### config.mk
export PLATFORM = sky130hd
export DESIGN_NAME = apu_dmc_reader_flat
export DESIGN_NICKNAME = d
export VERILOG_FILES = /design/src/rtl/apu_dmc_reader_if.sv /design/src/rtl/apu_dmc_reader.sv /design/src/flat_wrapper.sv
export SDC_FILE = /design/constraint.sdc
export NUM_CORES = 1
export LEC_CHECK = 0
export ABC_AREA = 1
export BUFFER_PORTS_ARGS = -buffer_cell sky130_fd_sc_hd__buf_2
export CORE_ASPECT_RATIO = 0.75
export CORE_UTILIZATION = 33
export DETAILED_ROUTE_END_ITERATION = 10
export GPL_ROUTABILITY_DRIVEN = 0
export PLACE_DENSITY = 0.63
export SLEW_MARGIN = 0
export SYNTH_ARGS = -nofsm -noshare
export SYNTH_HDL_FRONTEND = slang
export SYNTH_SLANG_ARGS = --single-unit
### constraint.sdc
create_clock -name clk -period 1.5 [get_ports clk]
set_input_delay 0.075 -clock clk [delete_from_list [all_inputs] [get_ports clk]]
set_output_delay 0.075 -clock clk [all_outputs]
set_load 0.02 [all_outputs]
### src/rtl/apu_dmc_reader_if.sv
// DMC reader <-> DMA engine / DMC output unit signal group.
// master = reader side, slave = DMA engine and output unit side.
interface apu_dmc_reader_if;
  // dmc_req is a one-cycle request. The DMA answers later with a single dmc_read cycle.
  // out_take is a one-cycle consume pulse, and out_full/out_data hold the buffered byte.
  logic       dmc_addr_wr;
  logic       dmc_init;
  logic       dmc_req;
  logic       dmc_read;
  logic       out_take;
  logic       out_full;
  logic [7:0] out_data;

  modport master (
    output dmc_addr_wr, dmc_init, dmc_req, out_full, out_data,
    input  dmc_read, out_take
  );

  modport slave (
    input  dmc_addr_wr, dmc_init, dmc_req, out_full, out_data,
    output dmc_read, out_take
  );
endinterface

### src/rtl/apu_dmc_reader.sv
// APU DMC memory reader: register file, one-byte fetch sequencing through the DMA,
// sample buffer and DMC IRQ.
module apu_dmc_reader (
  input  logic                    clk,
  input  logic                    rst,
  input  logic                    cpu_ce,
  input  logic                    rw_i,
  input  logic [15:0]             cpu_addr_i,
  input  logic [7:0]              cpu_data_i,
  input  logic [7:0]              bus_data_i,
  apu_dmc_reader_if.master        dmc,
  output logic [3:0]              rate_idx,
  output logic                    dmc_busy,
  output logic                    dmc_irq,
  output logic [1:0]              state_o
);

  typedef enum logic [1:0] {
    S_IDLE = 2'd0,
    S_REQ  = 2'd1,
    S_WAIT = 2'd2
  } state_t;

  state_t      state_q, state_d;
  logic        was_wait_q;
  logic        irq_en_q, irq_en_d;
  logic        loop_q, loop_d;
  logic [3:0]  rate_q, rate_d;
  logic [7:0]  len_q, len_d;
  logic [11:0] rem_q, rem_d;
  logic        irq_q, irq_d;
  logic        full_q, full_d;
  logic [7:0]  data_q, data_d;
  logic        init_c;
  logic        req_c;

  logic        wr_c;
  logic        w4010_c, w4012_c, w4013_c, w4015_c;
  logic        rd_cap_c;
  logic [11:0] length_c;
  logic [11:0] rem_dec_c;

  assign wr_c      = cpu_ce && !rw_i;
  assign w4010_c   = wr_c && (cpu_addr_i == 16'h4010);
  assign w4012_c   = wr_c && (cpu_addr_i == 16'h4012);
  assign w4013_c   = wr_c && (cpu_addr_i == 16'h4013);
  assign w4015_c   = wr_c && (cpu_addr_i == 16'h4015);
  assign rd_cap_c  = (state_q == S_WAIT) && dmc.dmc_read;
  assign length_c  = {len_q, 4'b0000} + 12'd1;
  assign rem_dec_c = rem_q - 12'd1;

  always_comb begin
    state_d = state_q;
    req_c   = 1'b0;
    case (state_q)
      S_IDLE: if (!full_q && (rem_q != 12'd0) && !was_wait_q) state_d = S_REQ;
      S_REQ: begin
        req_c   = 1'b1;
        state_d = S_WAIT;
      end
      S_WAIT: if (dmc.dmc_read) state_d = S_IDLE;
      default: state_d = S_IDLE;
    endcase
  end

  always_comb begin
    irq_en_d = irq_en_q;
    loop_d   = loop_q;
    rate_d   = rate_q;
    len_d    = len_q;
    rem_d    = rem_q;
    irq_d    = irq_q;
    full_d   = full_q;
    data_d   = data_q;
    init_c   = 1'b0;

    // A capture in the same cycle as out_take leaves the buffer full with the new byte.
    if (rd_cap_c) begin
      data_d = bus_data_i;
      full_d = 1'b1;
    end else if (dmc.out_take) begin
      full_d = 1'b0;
    end

    if (rd_cap_c && (rem_q != 12'd0)) begin
      rem_d = rem_dec_c;
      if (rem_dec_c == 12'd0) begin
        if (loop_q) begin
          rem_d  = length_c;
          init_c = 1'b1;
        end else if (irq_en_q) begin
          irq_d = 1'b1;
        end
      end
    end

    if (w4010_c) begin
      irq_en_d = cpu_data_i[7];
      loop_d   = cpu_data_i[6];
      rate_d   = cpu_data_i[3:0];
      if (!cpu_data_i[7]) irq_d = 1'b0;
    end

    if (w4013_c) len_d = cpu_data_i;

    // Applied last so a $4015 write overrides a same-cycle final fetch.
    if (w4015_c) begin
      irq_d = 1'b0;
      if (!cpu_data_i[4]) begin
        rem_d  = 12'd0;
        init_c = 1'b0;
      end else if (rem_q == 12'd0) begin
        rem_d  = length_c;
        init_c = 1'b1;
      end
    end
  end

  always_ff @(posedge clk or posedge rst) begin
    if (rst) begin
      state_q    <= S_IDLE;
      was_wait_q <= 1'b0;
      irq_en_q   <= 1'b0;
      loop_q     <= 1'b0;
      rate_q     <= 4'd0;
      len_q      <= 8'd0;
      rem_q      <= 12'd0;
      irq_q      <= 1'b0;
      full_q     <= 1'b0;
      data_q     <= 8'd0;
    end else begin
      state_q    <= state_d;
      was_wait_q <= (state_q == S_WAIT);
      irq_en_q   <= irq_en_d;
      loop_q     <= loop_d;
      rate_q     <= rate_d;
      len_q      <= len_d;
      rem_q      <= rem_d;
      irq_q      <= irq_d;
      full_q     <= full_d;
      data_q     <= data_d;
    end
  end

  assign dmc.dmc_addr_wr = w4012_c;
  assign dmc.dmc_init    = init_c;
  assign dmc.dmc_req     = req_c;
  assign dmc.out_full    = full_q;
  assign dmc.out_data    = data_q;
  assign rate_idx        = rate_q;
  assign dmc_busy        = (rem_q != 12'd0);
  assign dmc_irq         = irq_q;
  assign state_o         = state_q;

endmodule

### src/flat_wrapper.sv
// flat-port wrapper written by rule: the top's interface ports become plain ports
module apu_dmc_reader_flat 
  (clk, rst, cpu_ce, rw_i, cpu_addr_i, cpu_data_i, bus_data_i, rate_idx, dmc_busy, dmc_irq, state_o, dmc_dmc_addr_wr, dmc_dmc_init, dmc_dmc_req, dmc_out_full, dmc_out_data, dmc_dmc_read, dmc_out_take);
  apu_dmc_reader_if dmc_i ();
  input  logic clk;
  input  logic rst;
  input  logic cpu_ce;
  input  logic rw_i;
  input  logic [15:0] cpu_addr_i;
  input  logic [7:0] cpu_data_i;
  input  logic [7:0] bus_data_i;
  output logic [3:0] rate_idx;
  output logic dmc_busy;
  output logic dmc_irq;
  output logic [1:0] state_o;
  output wire logic [$bits(dmc_i.dmc_addr_wr)-1:0] dmc_dmc_addr_wr;
  output wire logic [$bits(dmc_i.dmc_init)-1:0] dmc_dmc_init;
  output wire logic [$bits(dmc_i.dmc_req)-1:0] dmc_dmc_req;
  output wire logic [$bits(dmc_i.out_full)-1:0] dmc_out_full;
  output wire logic [$bits(dmc_i.out_data)-1:0] dmc_out_data;
  input wire logic [$bits(dmc_i.dmc_read)-1:0] dmc_dmc_read;
  input wire logic [$bits(dmc_i.out_take)-1:0] dmc_out_take;
  assign dmc_dmc_addr_wr = dmc_i.dmc_addr_wr;
  assign dmc_dmc_init = dmc_i.dmc_init;
  assign dmc_dmc_req = dmc_i.dmc_req;
  assign dmc_out_full = dmc_i.out_full;
  assign dmc_out_data = dmc_i.out_data;
  assign dmc_i.dmc_read = dmc_dmc_read;
  assign dmc_i.out_take = dmc_out_take;
  apu_dmc_reader u_core (.clk(clk), .rst(rst), .cpu_ce(cpu_ce), .rw_i(rw_i), .cpu_addr_i(cpu_addr_i), .cpu_data_i(cpu_data_i), .bus_data_i(bus_data_i), .dmc(dmc_i), .rate_idx(rate_idx), .dmc_busy(dmc_busy), .dmc_irq(dmc_irq), .state_o(state_o));
endmodule
==> qor.csv, run 1 <==
stage,metric,value,unit
outcome,status,"complete, but fails checks",
outcome,violations,negative setup slack,
timing,rsz0062_at_grt,yes,
synthesis,syn_area,0.00235,sq mm
timing,max_freq,453,MHz
clock_network,cts_buffers,5,
setup_path,cp_cell_sequence,inv_2 > ha_4 > or2_4 > nand3_4 > nor2_4 > nand2_2 > nor2_1 > nand2_1 > nor2_4 > nand3_2 > nand2_2 > nand2_2 > inv_2 > buf_6,
timing,setup_viol_count_final,16,
setup_path,end_kind,output port,
setup_path,critPathArrivalTime,2.13,ns
placed_design,io_buffers,57,
final_layout,diodes,0,
setup_path,slowest_stage,dfrtp_1,
power_and_ir_drop,power,4.94,mW
setup_path,cpMostUsedCell,nand2_2,
synthesis,synthArstFlopShare,100,%
placed_design,placed_cell_area,0.00303,sq mm
route,drt_iter0_drc,82,
die,die_h,75.0,um
final_layout,design_area,0.00345,sq mm
synthesis,syn_inst,313,
setup_path,critPathLaunchType,flip-flop,
power_and_ir_drop,power.density,1430,mW/mm^2
clock_network,clk_pin_slew,0.09,ns
final_layout,fin_nets,477,
global_routing,grt_usage,17.3,%
timing,finalSetupTns,-7.09,ns
synthesis,synth_top_area_share,41.6,%
synthesis,ys_types,31,
placed_design,dp.final_hpwl,4.44,mm
global_routing,grt_max_degree,40,
run,maxCapViolCount,0,
clock_network,clk_latency,0.30,ns
setup_path,cpPeakStageDelay,0.42,ns
final_layout,drive_gt1_share,42.7,%
synthesis,synth_fp_nets,353,
synthesis,synth.top_cells.by_area,"dfrtp_1, nand2_1, inv_1",
timing,max-slew-margin-rel,65.9,%
timing,slew_viol_final,0,
synthesis,yosysTopAreaCell,dfrtp_1,
die,boundaryPins,58,
synthesis,ys_top_cells_by_count,"nand2_1, inv_1, dfrtp_1",
global_routing,grt_pass1_wl,10.0,mm
synthesis,synth_edf_count,0,
clock_network,cts_buffer_depth,2,
timing,fin_crit_sh,147,%
route,routed_wl,6.07,mm
setup_path,cpLargestDelayFamily,simple AND/OR/NAND/NOR gates,
setup_path,cp.required,1.42,ns
clock_network,cts_root_buffer,clkbuf_8,
timing,worstMarginPinSlew,0.511,ns
die,die_area,0.00745,sq mm
clock_network,htreeDepth,2,
setup_path,critPathKind,reg2out,
synthesis,synth_flop_cell,dfrtp_1,
final_layout,area_growth,46.9,%
route,viasPerCell,4.58,
global_routing,overflow,0,
route,ant_nets,0,
hold_path,hold_path.class,in2reg,
route,vias,2391,
clock_network,cts_sinks,39,
global_routing,grt_pass1_vias,2183,
synthesis,yosysSeqAreaShare,41.6,%
timing,fin_crit,2.21,ns
die,core,0.00683,sq mm
setup_path,path_max_fanout,4,
route,drt_first_pass_iters,4,
clock_network,cts_tree,yes,
timing,worst_clock_skew,0.00760,ns
synthesis,ys_warn_count,0,
synthesis,ys_seq_elements,39,
global_routing,antenna_found_initial,0,
route,drc,0,
power_and_ir_drop,leakage,1.79,nW
final_layout,n_fill_cell,675,
die,die_w,99.4,um
power_and_ir_drop,vdd.ir_drop.worst,0.620,mV
die,initial_core_util,34.3,%
synthesis,synth_area_per_cell,7.50,sq um
route,wl_per_cell,11.6,um
synthesis,synth.most_common_cell,nand2_1,
timing,setup_slack,-0.710,ns
timing,hold_viol,0,
die,fp-row-count,26,
setup_path,cp_num_buf_inv,3,
[layout make-up]
cell class	count	area [sq um]	share of cell area, %
Clock buffer	5	68.8	2.00
Clock inverter	3	23.8	0.690
Inverter	48	185	5.37
Timing Repair Buffer	121	836	24.2
Tap cell	84	105	3.05
Multi-Input combinational cell	222	1250	36.3
Sequential cell	39	978	28.4
[cells in the final DEF, fill, tap and decap left out, drive strengths merged]
cell         netlist  final
ha                 2      2
nor3               3      3
inv               48     49
dlygate4sd3        0      6
nor2              38     38
a21oi              2      2
o21ai             29     29
o21bai             1      1
nor4               2      2
dfrtp             39     39
or2                1      1
nand4              4      4
nand3b             2      2
buf                2    115
nand2            105    105
mux2               9      9
clkinvlp           0      2
o21a               1      1
nor3b              1      1
clkbuf             2      5
o211ai             2      2
a31oi              2      2
nand3             18     18
[worst paths after layout]
check                                       start                endpoint  slack (ns)  cells after the start
worst max register to register    u_core.rem_q[1]         u_core.rem_q[1]       -0.65                     16
min in group asynchronous                     rst      u_core.rate_idx[1]        0.44                      4
max in group asynchronous                     rst         u_core.rem_q[4]        0.69                      4
worst min register to register  u_core.was_wait_q       u_core.state_o[0]        0.46                      1
worst min-delay path                bus_data_i[0]  u_core.dmc.out_data[0]       0.006                      2
worst max-delay path              u_core.rem_q[1]            dmc_dmc_init       -0.71                     14
[where the power goes]
group	internal (mW)	total [mW]	switching, mW
clock	0.333	0.763	0.430
combinational	1.20	2.60	1.40
sequential	1.34	1.58	0.235
[stage by stage]
stage	worst slack [ns]	std cells	hold slack [ns]	util, %
floorplan	-0.151	313	0.171	-
global placement	-0.357	491	0.230	44.4
detailed placement	-0.386	491	0.235	44.4
CTS	-0.623	515	0.0000486	48.6
global route	-0.824	522	0.00217	50.5
finish	-0.710	522	0.00611	50.5
[registers in the layout (all words and copies together) (netlist names)]
| signal | flops |
|---|---|
| u_core.rem_q | 12 |
| u_core.dmc.out_data | 8 |
| u_core.len_q | 8 |
| u_core.rate_idx | 4 |
| u_core.state_o | 2 |
| u_core.dmc.out_full | 1 |
| u_core.dmc_irq | 1 |
| u_core.irq_en_q | 1 |
| u_core.loop_q | 1 |
| u_core.was_wait_q | 1 |
[what timing repair did]
item / CTS / global route
resized for setup: 24 / 19
hold buffers: 5 / 1
endpoints found under the hold margin: 43 / 1
setup buffers: 13 / 8
pin swaps: 10 / 15
setup endpoints to repair: 16 / 16
[metal layers]
| layer | GRT usage, % | up-vias | share of wire, % |
|---|---|---|---|
| li1 | - | 1230 | - |
| met1 | 24.1 | 1115 | 51 |
| met2 | 28.6 | 41 | 46 |
| met3 | 3.25 | 5 | 3.2 |
| met4 | 3.43 | 0 | 0.61 |
| met5 | 0 | - | 0 |
[kinds of logic after synthesis]
| kind of cell | count (synthesis) | share of synthesized area, % |
|---|---|---|
| and+or+nand+nor | 174 | 35.1 |
| AOI/OAI and AO/OA | 37 | 8.75 |
| adders and majority gates | 2 | 1.07 |
| buffers and inverters | 52 | 9.17 |
| muxes | 9 | 4.32 |
| DFF | 39 | 41.6 |
No activity file was read; power rests on OpenSTA's default activity.
==> run 2, diff against run 1 <==
--- a/config.mk
+++ b/config.mk
@@ -6,12 +6,12 @@
 export NUM_CORES = 1
 export LEC_CHECK = 0
 export ABC_AREA = 1
-export BUFFER_PORTS_ARGS = -buffer_cell sky130_fd_sc_hd__buf_2
 export CORE_ASPECT_RATIO = 0.75
 export CORE_UTILIZATION = 33
 export DETAILED_ROUTE_END_ITERATION = 10
+export DONT_BUFFER_PORTS = 1
 export GPL_ROUTABILITY_DRIVEN = 0
-export PLACE_DENSITY = 0.63
+export PLACE_DENSITY = 0.55
 export SLEW_MARGIN = 0
 export SYNTH_ARGS = -nofsm -noshare
 export SYNTH_HDL_FRONTEND = slang
==> run 2 against run 1 <==
Effect of this change:
- the run still ends with negative setup slack left
- critical endpoint unchanged
- wire length grew 4.1%
- hold slack gained 0.012 ns
- clock skew grew 0.0034 ns
- global-route usage grew 0.46 points
- power grew 1.3%
- largest cell class unchanged
- sequential share of layout area grew 0.57 points
- sequential cell count is the same
==> qor.csv, run 2 (synthesized netlist as in run 1, its figures left out) <==
stage,metric,value,unit
setup_path,end_kind,output port,
global_routing,grt_max_degree,40,
outcome,status,"complete, but fails checks",
die,die_h,75.0,um
die,die_w,99.4,um
setup_path,cpPeakStageDelay,0.41,ns
setup_path,cpLargestDelayFamily,simple AND/OR/NAND/NOR gates,
timing,fin_crit,2.12,ns
final_layout,fin_nets,439,
final_layout,area_growth,44.1,%
clock_network,cts_buffers,5,
clock_network,htreeDepth,2,
final_layout,final_common_cell,nand2_1,
timing,setup_viol_count_final,16,
route,vias,2243,
timing,hold_slack,0.0177,ns
run,maxCapViolCount,0,
timing,rsz0062_at_grt,yes,
power_and_ir_drop,power.density,1480,mW/mm^2
timing,max_freq,472,MHz
route,viasPerCell,4.63,
final_layout,design_area,0.00338,sq mm
final_layout,largest_reg_flops,12,
clock_network,cts_root_buffer,clkbuf_8,
final_layout,regMostFlops,u_core.rem_q,
setup_path,critPathArrivalTime,2.04,ns
global_routing,grt_usage,17.8,%
setup_path,path_max_fanout,4,
placed_design,io_buffers,0,
setup_path,cp.required,1.42,ns
setup_path,slowest_stage,dfrtp_1,
final_layout,fin_util,49.5,%
final_layout,drive_gt1_share,35.3,%
timing,worstMarginPinSlew,0.517,ns
timing,hold_viol,0,
timing,worst_clock_skew,0.0110,ns
global_routing,antenna_found_initial,0,
clock_network,clk_pin_slew,0.08,ns
setup_path,cp_cell_sequence,inv_2 > ha_4 > nand2_4 > o21ai_2 > nand2_2 > inv_2 > nand2_1 > nor2_1 > nand2_1 > nor2_4 > nand3_2 > nand2_2 > nand2_4 > inv_4,
final_layout,final_cell_mix,"nand2_1, buf_4, inv_1",
power_and_ir_drop,vdd.ir_drop.worst,0.516,mV
route,routed_wl,6.32,mm
clock_network,cts_sinks,39,
global_routing,overflow,0,
clock_network,cts_tree,yes,
timing,max-slew-margin-rel,65.5,%
timing,finalSetupTns,-6.57,ns
setup_path,startpoint,u_core.rem_q[1],
placed_design,placed_cell_area,0.00279,sq mm
global_routing,grt_pass1_vias,2110,
power_and_ir_drop,leakage,1.65,nW
setup_path,r2r-start,u_core.rem_q[1],
final_layout,diodes,0,
global_routing,grt_pass1_wl,10.1,mm
clock_network,cts_buffer_depth,2,
setup_path,critPathLaunchType,flip-flop,
route,drt_first_pass_iters,4,
timing,slew_viol_final,0,
route,ant_nets,0,
die,fp-row-count,26,
die,boundaryPins,58,
setup_path,critPathKind,reg2out,
hold_path,hp-start,cpu_addr_i[0],
timing,fin_crit_sh,141,%
die,die_area,0.00745,sq mm
outcome,violations,negative setup slack,
placed_design,place_ws,-0.346,ns
hold_path,hold_path.class,in2reg,
placed_design,dp.final_hpwl,4.56,mm
timing,setup_slack,-0.618,ns
die,core,0.00683,sq mm
setup_path,cp_num_buf_inv,3,
die,initial_core_util,34.3,%
route,wl_per_cell,13.1,um
route,drc,0,
final_layout,n_fill_cell,668,
clock_network,clk_latency,0.30,ns
route,drt_iter0_drc,88,
[run 2: final cells by class]
cell class                 count  area (sq um)  share of cell area, %
clock inverter                 2          16.3                  0.481
sequential                    39           978                   29.0
inverter                      48           188                   5.55
timing repair buffer          83           726                   21.5
clock buffer                   6          82.6                   2.44
tap                           84           105                   3.11
multi-input combinational    222          1280                   38.0
[run 2: power by group]
| part | total [mW] | internal (mW) | switching (mW) |
|---|---|---|---|
| registers | 1.74 | 1.34 | 0.400 |
| logic | 2.48 | 1.20 | 1.27 |
| clock network | 0.784 | 0.376 | 0.408 |
| total | 5.00 | 2.92 | 2.08 |
[run 2: timing repair]
| item | 4_1_cts | 5_1_grt |
|---|---|---|
| endpoints found under the setup margin | 16 | 16 |
| buffers inserted | 15 | 7 |
| pin swaps | 12 | 7 |
| hold endpoints to repair | 63 | 0 |
| hold buffers | 19 | 0 |
| resized for setup | 30 | 16 |
[run 2: final timing paths]
kind                            depth (start not counted)  slack (ns)                     end
worst min-delay path                                    2        0.02         u_core.irq_en_q
worst min register to register                          1        0.42       u_core.state_o[0]
max in group asynchronous                               3        0.76         u_core.rem_q[4]
worst max register to register                         16       -0.56         u_core.rem_q[1]
worst max-delay path                                   14       -0.62            dmc_dmc_init
min in group asynchronous                               3        0.34  u_core.dmc.out_data[5]
[run 2: routing by layer]
layer | track usage [%] | routed length [um] | vias to the layer above
met5 | 0 | 0 | -
met4 | 4.90 | 95 | 0
met3 | 4.18 | 336 | 11
met2 | 27.6 | 2730 | 75
met1 | 25.0 | 3160 | 995
li1 | - | - | 1162
[run 2: stage by stage]
stage                     instances  power [mW]
after global placement          436        3.69
after detailed placement        436        3.71
final                           484        5.00
after CTS                       478        4.80
after global routing            484        5.37
after floorplan                 313        2.96
